**config.mk**
```make
export PLATFORM = sky130hd
export DESIGN_NAME = updown_counter_n
export DESIGN_NICKNAME = d
export VERILOG_FILES = /design/src/rtl/updown_pkg.sv /design/src/rtl/updown_next.sv /design/src/rtl/updown_counter_n.sv
export SDC_FILE = /design/constraint.sdc
export NUM_CORES = 1
export LEC_CHECK = 0
export ABC_AREA = 1
export BUFFER_PORTS_ARGS = -buffer_cell sky130_fd_sc_hd__buf_2
export CORE_MARGIN = 4
export CORE_UTILIZATION = 45
export CTS_CLUSTER_DIAMETER = 100
export DETAILED_ROUTE_END_ITERATION = 16
export PLACE_DENSITY = 0.72
export SLEW_MARGIN = 20
export SYNTH_ARGS = -nofsm -noshare
export SYNTH_HDL_FRONTEND = slang
export SYNTH_HIERARCHICAL = 1
export SYNTH_SLANG_ARGS = --single-unit
export TNS_END_PERCENT = 1
```
**constraint.sdc**
```tcl
create_clock -name clk -period 3.9 [get_ports clk]
set_input_delay 0.78 -clock clk [delete_from_list [all_inputs] [get_ports clk]]
set_output_delay 0.78 -clock clk [all_outputs]
set_load 0.01 [all_outputs]
```
**src/rtl/updown_pkg.sv**
```systemverilog
// Shared definitions for the up/down counter.
//   dir_e     : encoding of the last-action indicator (IDLE/UP/DOWN/LOAD)
//   MODE_WRAP : boundary events wrap around
//   MODE_SAT  : boundary events clamp to the bound
package updown_pkg;

  localparam int MODE_WRAP = 0;
  localparam int MODE_SAT  = 1;

  typedef enum logic [1:0] {
    DIR_IDLE = 2'b00,
    DIR_UP   = 2'b01,
    DIR_DOWN = 2'b10,
    DIR_LOAD = 2'b11
  } dir_e;

endpackage

```
**src/rtl/updown_next.sv**
```systemverilog
// Combinational next-count and boundary detection.
// Ports:
//   count, max_val, load_val : current count, upper bound, load value
//   up, down, load           : action requests (load > up > down > hold)
//   next_count               : count to register on the next edge
//   up_evt, down_evt         : upper / lower boundary event this cycle
//   action                   : action applied this cycle
module updown_next
  import updown_pkg::*;
#(
  parameter int WIDTH = 4,
  parameter int MODE  = MODE_WRAP
) (
  input  logic [WIDTH-1:0] count,
  input  logic [WIDTH-1:0] max_val,
  input  logic [WIDTH-1:0] load_val,
  input  logic             up,
  input  logic             down,
  input  logic             load,
  output logic [WIDTH-1:0] next_count,
  output logic             up_evt,
  output logic             down_evt,
  output dir_e             action
);

  always_comb begin
    next_count = count;
    up_evt     = 1'b0;
    down_evt   = 1'b0;
    action     = DIR_IDLE;
    if (load) begin
      // Load is taken verbatim, even above max_val.
      next_count = load_val;
      action     = DIR_LOAD;
    end else if (up) begin
      action = DIR_UP;
      // >= also catches a loaded value above the bound, and max_val==0.
      if (count < max_val) begin
        next_count = count + 1'b1;
      end else begin
        up_evt     = 1'b1;
        next_count = (MODE == MODE_SAT) ? max_val : '0;
      end
    end else if (down) begin
      action = DIR_DOWN;
      if (count != '0) begin
        next_count = count - 1'b1;
      end else begin
        down_evt   = 1'b1;
        next_count = (MODE == MODE_SAT) ? '0 : max_val;
      end
    end
  end

endmodule

```
**src/rtl/updown_counter_n.sv**
```systemverilog
// Loadable up/down counter with programmable upper bound, wrap or
// saturate boundary handling, terminal-count pulses and a sticky flag.
// Ports:
//   clk, reset          : clock, synchronous active-high reset
//   up, down, load      : action requests (load > up > down > hold)
//   load_val, max_val   : load value, upper bound (sampled every cycle)
//   clr_ovf             : clears ovf (a same-cycle boundary event wins)
//   count               : registered count
//   tc_up, tc_down      : registered one-cycle boundary pulses
//   ovf                 : sticky boundary flag
//   dir                 : last action, 00 IDLE 01 UP 10 DOWN 11 LOAD
module updown_counter_n
  import updown_pkg::*;
#(
  parameter int WIDTH = 4,
  parameter int MODE  = MODE_WRAP
) (
  input  logic             clk,
  input  logic             reset,
  input  logic             up,
  input  logic             down,
  input  logic             load,
  input  logic [WIDTH-1:0] load_val,
  input  logic [WIDTH-1:0] max_val,
  input  logic             clr_ovf,
  output logic [WIDTH-1:0] count,
  output logic             tc_up,
  output logic             tc_down,
  output logic             ovf,
  output logic [1:0]       dir
);

  logic [WIDTH-1:0] next_count;
  logic             up_evt;
  logic             down_evt;
  dir_e             action;
  dir_e             state_q;
  dir_e             state_d;

  updown_next #(.WIDTH(WIDTH), .MODE(MODE)) u_next (
    .count      (count),
    .max_val    (max_val),
    .load_val   (load_val),
    .up         (up),
    .down       (down),
    .load       (load),
    .next_count (next_count),
    .up_evt     (up_evt),
    .down_evt   (down_evt),
    .action     (action)
  );

  always_ff @(posedge clk) begin
    if (reset) begin
      count   <= '0;
      tc_up   <= 1'b0;
      tc_down <= 1'b0;
      ovf     <= 1'b0;
    end else begin
      count   <= next_count;
      tc_up   <= up_evt;
      tc_down <= down_evt;
      if (up_evt || down_evt) ovf <= 1'b1;
      else if (clr_ovf)       ovf <= 1'b0;
    end
  end

  // dir FSM: every edge jumps to the state of the action just applied.
  always_ff @(posedge clk) begin
    if (reset) state_q <= DIR_IDLE;
    else       state_q <= state_d;
  end

  always_comb begin
    state_d = DIR_IDLE;
    case (action)
      DIR_UP:   state_d = DIR_UP;
      DIR_DOWN: state_d = DIR_DOWN;
      DIR_LOAD: state_d = DIR_LOAD;
      default:  state_d = DIR_IDLE;
    endcase
  end

  assign dir = state_q;

endmodule

```
# Word level (Yosys, flattened, before mapping)
# Index checks and enable logic that the tools add are counted.
totals:
  reg_bits: 9
  in_bits: 14
  out_inout_bits: 9
  elab_cells: 33
classes:
  n_addsub: 2
  magnitude_cmp: 1
  eq_ne: 3
  muxes: 18
  reduce_logical: 4
ops:
  columns: ["operator", "n"]
  rows:
  - ["$mux 4", 5]
  - ["$mux 1", 9]
  - ["$mux 2", 3]
  - ["$pmux 2 s3", 1]
  - ["$add 4x1->4 const B", 1]
  - ["$eq 2x2->1 const B", 2]
  - ["$lt 4x4->1", 1]
  - ["$reduce_bool 4->1", 1]
  - ["$sub 4x1->4 const B", 1]
  - ["$reduce_bool 3->1", 1]
  - ["$eq 2x1->1 const B", 1]
  - ["$reduce_bool 2->1", 1]
  - ["$logic_or 1x1->1", 1]

# Depth between registers and ports, before layout
# Gate-level depths: netlist of the first run.
depth:
  word_depth: 7
  mapped_depth: 12
  depth_no_buf: 12

# Modules after synthesis
# Netlist of the first run, hierarchy kept.
modules_own_cells:
  columns: ["mod", "instances", "cells_each", "area_each_um2", "seq_area_each_um2"]
  rows:
  - ["updown_next", 1, 84, 429.2, 0.0]
  - ["updown_counter_n", 1, 30, 271.5, 180.2]

# Least setup slack after synthesis of the first run
# OpenSTA, ideal clock, no wires.
synth_path:
  kind: "in2reg"
  startpoint: "in max_val[3]"
  endpoint: "reg ovf"
  setup_time_ns: 0.116
  arrival_time_ns: 1.762
  t_required_ns: 3.784
  setup_slack_ns: 2.022
  path_stages: 7
  path_buffers: 0
  path_cell_list: "inv_1 ha_1 a21oi_1 a21boi_1 nor2_1 nor2_1 a21oi_2"
synth_via:
  elab_chain_len: 6
  word_cells_on_any_way: 7
  classes_between: "order compare (1); mux (4); reduce/logical (2)"
synth_lines:
  columns: ["element", "line_no", "text"]
  rows:
  - ["start: declaration", "updown_counter_n.sv:24", "input logic [WIDTH-1:0] max_val,"]
  - ["$lt 4x4->1 (*)", "updown_next.sv:38", "if (count < max_val) begin"]
  - ["$mux 1 (*)", "updown_next.sv:38", null]
  - ["$mux 1 (*)", "updown_next.sv:35", "end else if (up) begin"]
  - ["$mux 1 (*)", "updown_next.sv:31", "if (load) begin"]
  - ["via up_evt", "updown_counter_n.sv:34", "logic up_evt;"]
  - ["$logic_or 1x1->1 (*)", "updown_counter_n.sv:63", "if (up_evt || down_evt) ovf <= 1'b1;"]
  - ["$mux 1 or $reduce_bool 2->1 (tied branches)", null, null]
  - ["end signal: assignment", "updown_counter_n.sv:58", "ovf <= 1'b0;"]
  - ["end signal: assignment", "updown_counter_n.sv:63", null]
  - ["end signal: assignment", "updown_counter_n.sv:64", "else if (clr_ovf) ovf <= 1'b0;"]
  - ["end: declaration", "updown_counter_n.sv:29", "output logic ovf,"]
# Mark *: on every way through the listed nets, which the timed path passes. The rest lies on a longest branch.
# A chain may end at the register's enable or synchronous reset.

# Worst setup path after layout of the first run
layout_path:
  startpoint: "reg count[2]"
  endpoint: "out count[2]"
layout_lines:
  columns: ["element", "line_no", "text"]
  rows:
  - ["start: declaration", "updown_counter_n.sv:26", "output logic [WIDTH-1:0] count,"]
  - ["start signal: assignment", "updown_counter_n.sv:60", "count <= next_count;"]
# No word-level cell between the ends.

==> results.md, run 1 <==
- Port-buffer cells: 22
- Most common cell in the netlist: nand2_1
- Total chip power: 0.2518 mW
- Synth area leader: dfxtp_1
- Met1 Usage GRT: 18.10%
- Max cap viols: 0
- Die Area: 2252 µm²
- GR peak layer: met2
- First-pass GRT wire length: 2394 µm
- Vias in the first global route: 620
- Post-CTS Setup Inserts: 0
- Die H: 47.46 µm
- GPL Wtd Cong: 0.7939
- Final Max Tran Viols: 0
- CTS tree: yes
- Sequential element share of the synthesized area: 25.71%
- Layout net count: 157
- Largest net degree at the start of global routing: 10
- Final wirelength: 1542 µm
- Post-route DRC: 0
- Mean area per synthesized cell: 6.146 µm²
- Period Utilization, post-route: 46.39%
- Vias per std cell: 4.928
- Post-synth top cells: nand2_1, inv_1, nor2_1
- Post-CTS Resized: 0
- Clock buffer depth: 2
- GRT Total Usage: 15.58%
- TritonRoute pass-1 iters: 4
- Number of buffers created by CTS: 3
- FILL cells: 151
- Slew headroom: 70.37%
- Worst Setup End Kind: output port
- Leak pwr: 0.4919 nW
- Critical Path AT: 1.03 ns
- Syn Inst Count: 114
- Hold Path Class: flop to flop
- CTS root buf: clkbuf_4
- H-Tree Depth: 1
- Pwr per Cell Area: 306.3 nW/µm²
- Unrepaired setup endpoints after global routing: false
- Worst-path cell chain: buf_2
- N_diodes: 0
- Minimum clock period: 1.809 ns
- Grt ovf: 0
- DPL Wire Length: 1276 µm
- Starting Density: 50.68%
- Outcome: finished clean
- Ys flop type: dfxtp_1
- Startpoint types: flop
- WP data required: 3.12 ns
- Post-CTS Hold Buffers: 0
- FP Rows: 13
- Layout cells sized above 1: 21.90%
- Worst-Skew Late Latency: 0.26 ns
- Number of synthesized flops with an enable pin: 0
- Hold Violations, Final: 0
- Clock slew at reported path FFs: 0.06 ns
- DRT iter0 DRCs: 19
- Fin Setup TNS: 0 ns
- Met3 Usage GRT: 6.767%
- DRT antenna net count: 0
- Setup violations, final: 0
- Placed insts: 148
- Top post-synthesis cells by area: dfxtp_1, nand2_1, inv_1
- GRT met2 Usage: 25.94%
- Critical path type: flop to output port
- CP max-delay cell: dfxtp_1
- Num Clock Sinks: 9
- Least-Margin Pin Slew: 0.4405 ns
- Synthesized flop and latch total: 9
- Via count: 749
- Layout area overhead: 17.32%
- Initial antenna violation count: 0
- Fmax: 552.8 MHz
- Num ports: 23
- Crit path max-delay family: flip-flops
- WL per Instance: 10.14 µm
- VDD IR max: 0.1955 mV
- Top-area cell type share of the netlist area: 25.71%
- Crit-path max cell delay: 0.56 ns
- Ys Warns: 6
- Syn Nets: 133
- Core footprint: 1383 µm²
- Ys async rst share: 0%
- Final Skew: 0.008245 ns
- Cell Area, Synth: 700.7 µm²
- Yosys cell types: 19
- WP buf/inv: 1
- CP max FO: 9
- Die width: 47.46 µm
- Fin cells: 152
[layout by cell type (no fill, tap or decap)]
cell,synthesis,final
nand2_1,29,29
inv_1,23,23
buf_2,0,22
nor2_1,15,15
nand3_1,12,12
dfxtp_1,9,9
ha_1,5,5
a21oi_1,4,4
clkbuf_4,0,3
nand4_1,3,3
o21ai_0,2,2
a21oi_2,1,1
clkbuf_1,0,1
inv_2,1,1
a21boi_1,1,1
xor2_1,1,1
nor2_2,1,1
nor2_4,1,1
nand2_2,1,1
o21ai_1,1,1
nor4_1,1,1
[power by group]
group / switching (mW) / internal (mW) / total [mW]
sequential: 0.00787 / 0.0977 / 0.106
clock: 0.0308 / 0.0393 / 0.0701
combinational: 0.0451 / 0.0310 / 0.0761
[final cells by class]
| cell class | count | area (µm²) | share of cell area (%) |
|---|---|---|---|
| Multi-Input combinational cell | 78 | 396.6 | 48.25 |
| Clock buffer | 4 | 26.28 | 3.196 |
| Sequential cell | 9 | 180.2 | 21.92 |
| Timing Repair Buffer | 22 | 110.1 | 13.39 |
| Inverter | 24 | 90.09 | 10.96 |
| Tap cell | 15 | 18.77 | 2.283 |
[per-layer routing]
metal | vias to the layer above | part of all wire, %
met1 | 325 | 44
met2 | 25 | 47
li1 | 397 | -
met4 | 0 | 0.78
met5 | - | 0
met3 | 2 | 8.9
[worst register-to-register path: cells and delay by family, from the launching register on]
family                     cells  cell delay (ns)
DFF                            1             0.50
and+or+nand+nor                2             0.19
AOI/OAI and AO/OA              3             0.57
adders and majority gates      1             0.31
[metrics by stage]
step                cell area [µm²]  utilization [%]  setup slack [ns]  hold WS [ns]
floorplan                     700.7                -             2.022        0.4902
global placement              795.8            57.56             1.867        0.4590
detailed placement            795.8            57.56             1.847        0.4606
CTS                           822.0            59.46             2.082        0.4701
global route                  822.0            59.46             2.018        0.4924
finish                        822.0            59.46             2.091        0.4681
[state kept, by name (all words and copies together), names as in the netlist]
| signal | count |
|---|---|
| tc_up | 1 |
| count | 4 |
| tc_down | 1 |
| dir | 2 |
| ovf | 1 |
[logic make-up (layout without fill, tap and decap cells)]
| group | Yosys count | count (layout) | share of synthesized area [%] |
|---|---|---|---|
| XOR/XNOR | 1 | 1 | 1.250 |
| AND/OR/NAND/NOR | 63 | 63 | 39.11 |
| AO/OA/AOI/OAI | 9 | 9 | 7.322 |
| buffers and inverters | 27 | 50 | 17.68 |
| adder cells (fa/ha/maj) | 5 | 5 | 8.929 |
| flip-flops | 9 | 9 | 25.71 |
[final timing paths]
check	from	endpoint	slack (ns)	cells past startpoint
setup / recovery	count[2]	count[2]	2.09	1
setup reg to reg	count[3]	ovf	2.24	6
hold reg to reg	ovf	ovf	0.47	2
hold / removal	ovf	ovf	0.47	2
Note: power is estimated with default switching activity, not from simulation.
==> run 2: changes to the inputs <==
--- a/config.mk
+++ b/config.mk
@@ -5,10 +5,10 @@
 export SDC_FILE = /design/constraint.sdc
 export NUM_CORES = 1
 export LEC_CHECK = 0
-export ABC_AREA = 1
+export ABC_AREA = 0
 export BUFFER_PORTS_ARGS = -buffer_cell sky130_fd_sc_hd__buf_2
 export CORE_MARGIN = 4
-export CORE_UTILIZATION = 45
+export CORE_UTILIZATION = 42
 export CTS_CLUSTER_DIAMETER = 100
 export DETAILED_ROUTE_END_ITERATION = 16
 export PLACE_DENSITY = 0.72
==> constraint.sdc (replaced) <==
create_clock -name clk -period 1.5 [get_ports clk]
set_input_delay 0.3 -clock clk [delete_from_list [all_inputs] [get_ports clk]]
set_output_delay 0.3 -clock clk [all_outputs]
set_load 0.01 [all_outputs]
==> results.md, run 2 <==
- Critical path type: flop to flop
- Post-CTS Hold Buffers: 0 (unchanged)
- WL per Instance: 15.92 µm (+57%)
- DRT iter0 DRCs: 24 (+5)
- Worst setup startpoint: count[1]
- Ys async rst share: 0% (unchanged)
- Top-area cell type share of the netlist area: 28.80% (+3.1 points)
- GRT Total Usage: 20.36% (+4.8 points)
- Hold Violations, Final: 0 (unchanged)
- Slew headroom: 74.59% (+4.2 points)
- Clock buffer depth: 2 (unchanged)
- VDD IR max: 0.5681 mV (+190%)
- Fmax: 645.9 MHz
- Post-synth top cells: dfxtp_1, inv_1, nor2b_1
- GPL Wtd Cong: 0.8442 (+6.3%)
- Cell Area, Synth: 625.6 µm² (-11%)
- Worst-Skew Late Latency: 0.26 ns (about the same)
- Vias in the first global route: 682 (+10%)
- Worst-path cell chain: ha_4 -> a2111oi_4 -> o21bai_2 -> o221ai_1 -> nor2b_1
- Crit path max-delay family: compound AO/OA/AOI/OAI gates
- Final core occ: 65.89% (+6.4 points)
- WP data required: 1.68 ns (-1.44 ns)
- Worst Setup End Kind: flop
- Most common cell in the netlist: dfxtp_1
- Port-buffer cells: 22 (unchanged)
- Hold Path Class: input port to flop
- TritonRoute pass-1 iters: 4 (unchanged)
- Die Area: 2171 µm² (-3.6%)
- Minimum clock period: 1.548 ns
- Number of buffers created by CTS: 3 (unchanged)
- Yosys cell types: 28 (+9)
- Number of synthesized flops with an enable pin: 0 (unchanged)
- Synthesized flop and latch total: 9 (unchanged)
- Post-route DRC: 0 (unchanged)
- Top post-synthesis cells by area: dfxtp_1, ha_1, nor2b_1
- Crit-path max cell delay: 0.36 ns (-0.20 ns)
- Ys Warns: 6 (unchanged)
- Ys flop type: dfxtp_1
- Starting Density: 46.34% (-4.3 points)
- Final wirelength: 1910 µm (+24%)
- Die width: 46.60 µm (-1.8%)
- Sequential element share of the synthesized area: 28.80% (+3.1 points)
- Mean area per synthesized cell: 8.937 µm² (+45%)
- Grt ovf: 0 (unchanged)
- Critical Path AT: 1.73 ns (+0.70 ns)
- Least-Margin Pin Slew: 0.3759 ns (-0.06460 ns)
- CTS root buf: clkbuf_4
- Via count: 669 (-11%)
- Num Clock Sinks: 9 (unchanged)
- Initial antenna violation count: 0 (unchanged)
- Layout net count: 125 (-20%)
- Largest net degree at the start of global routing: 10 (unchanged)
- DRT antenna net count: 0 (unchanged)
- Die H: 46.60 µm (-1.8%)
- Leak pwr: 0.4195 nW (-15%)
- Core footprint: 1350 µm² (-2.4%)
- Outcome: finished with violations
- Failing checks: negative setup slack
- CTS tree: yes
- WP buf/inv: 0 (-1)
- Pwr per Cell Area: 803.9 nW/µm² (+160%)
- Largest Register: count
- Clock slew at reported path FFs: 0.06 ns (about the same)
- Syn Nets: 89 (-33%)
- Unrepaired setup endpoints after global routing: true
- Synth area leader: dfxtp_1
- Reg2reg start: count[1]
- Setup violations, final: 2 (+2)
- Layout area overhead: 42.20%
- FP Rows: 13 (unchanged)
- Startpoint types: flop
- First-pass GRT wire length: 2925 µm (+22%)
- Final Skew: 0.002537 ns (-0.005708 ns)
- HP Start: reset
- Vias per std cell: 5.575 (+13%)
- Period Utilization, post-route: 103.2%
- Layout cells sized above 1: 43.81% (+22 points)
- Max cap viols: 0 (unchanged)
- CP max-delay cell: dfxtp_4
- Final Max Tran Viols: 0 (unchanged)
- Largest register FFs: 4 (unchanged)
- N_diodes: 0 (unchanged)
- Num ports: 23 (unchanged)
- Hold WS: 0.3091 ns (-0.1589 ns)
- Commonest cells after routing, fill and taps aside: buf_2, buf_4, nor2b_1
- CP max FO: 4 (-5)
- H-Tree Depth: 1 (unchanged)
- Post-route setup slack: -0.04811 ns (-2.139 ns)
- Syn Inst Count: 70 (-39%)
- Commonest non-fill, non-tap cell in the layout: buf_2
- DPL Wire Length: 1318 µm (+3.3%)
[run 2: final timing paths]
check                  end  slack, ns  cells after the start
setup / recovery  count[0]      -0.05                      5
hold / removal    count[1]       0.31                      2
setup reg to reg  count[0]      -0.05                      5
hold reg to reg        ovf       0.50                      2
[run 2: routing by layer]
layer	vias to the layer above	share of wire [%]	GRT usage (%)
met3	8	11	8.203
met2	45	52	37.09
met4	0	1.8	9.659
met5	-	0	0
met1	302	36	19.49
li1	314	-	-
[run 2: stage by stage]
| step | setup TNS [ns] | power (mW) | cell area, µm² | std cells | setup slack, ns |
|---|---|---|---|---|---|
| after detailed placement | -0.5452 | 0.4984 | 824.5 | 115 | -0.1538 |
| after CTS | -0.01055 | 0.7134 | 887.1 | 120 | -0.01055 |
| final | -0.06460 | 0.7151 | 889.6 | 120 | -0.04811 |
| after global routing | -0.3831 | 0.7599 | 889.6 | 120 | -0.1418 |
| after global placement | -0.3554 | 0.4883 | 824.5 | 115 | -0.09933 |
| after floorplan | 0 | 0.4057 | 635.6 | 70 | 0.004480 |
[run 2: cell families after synthesis]
logic type               Yosys count  synth area share (%)
AND/OR/NAND/NOR                   28                 27.20
AO/OA/AOI/OAI                     16                 23.20
flip-flops                         9                 28.80
buffers and inverters              8                 4.800
adder cells (fa/ha/maj)            5                 10.00
XOR/XNOR                           2                 2.801
multiplexers                       2                 3.200
[run 2: layout make-up]
class | count | area, µm²
well taps | 15 | 18.77
flip-flops and latches | 9 | 187.7
inverters | 8 | 30.03
repair buffers | 31 | 177.7
clock buffers | 4 | 26.28
fillers | 124 | 460.4
multi-input cells | 53 | 449.2
[run 2: repair_timing]
action / in CTS / in global routing
pin swaps: 4 / 1
resized for setup: 5 / 1
setup endpoints to repair: 4 / 5
setup buffers: 1 / 0
[run 2: report_power, final]
part           total [mW]  switching (mW)  leakage [nW]  internal [mW]
combinational       0.265           0.129         0.329          0.136
sequential          0.267          0.0125        0.0754          0.254
clock               0.184          0.0817        0.0150          0.102
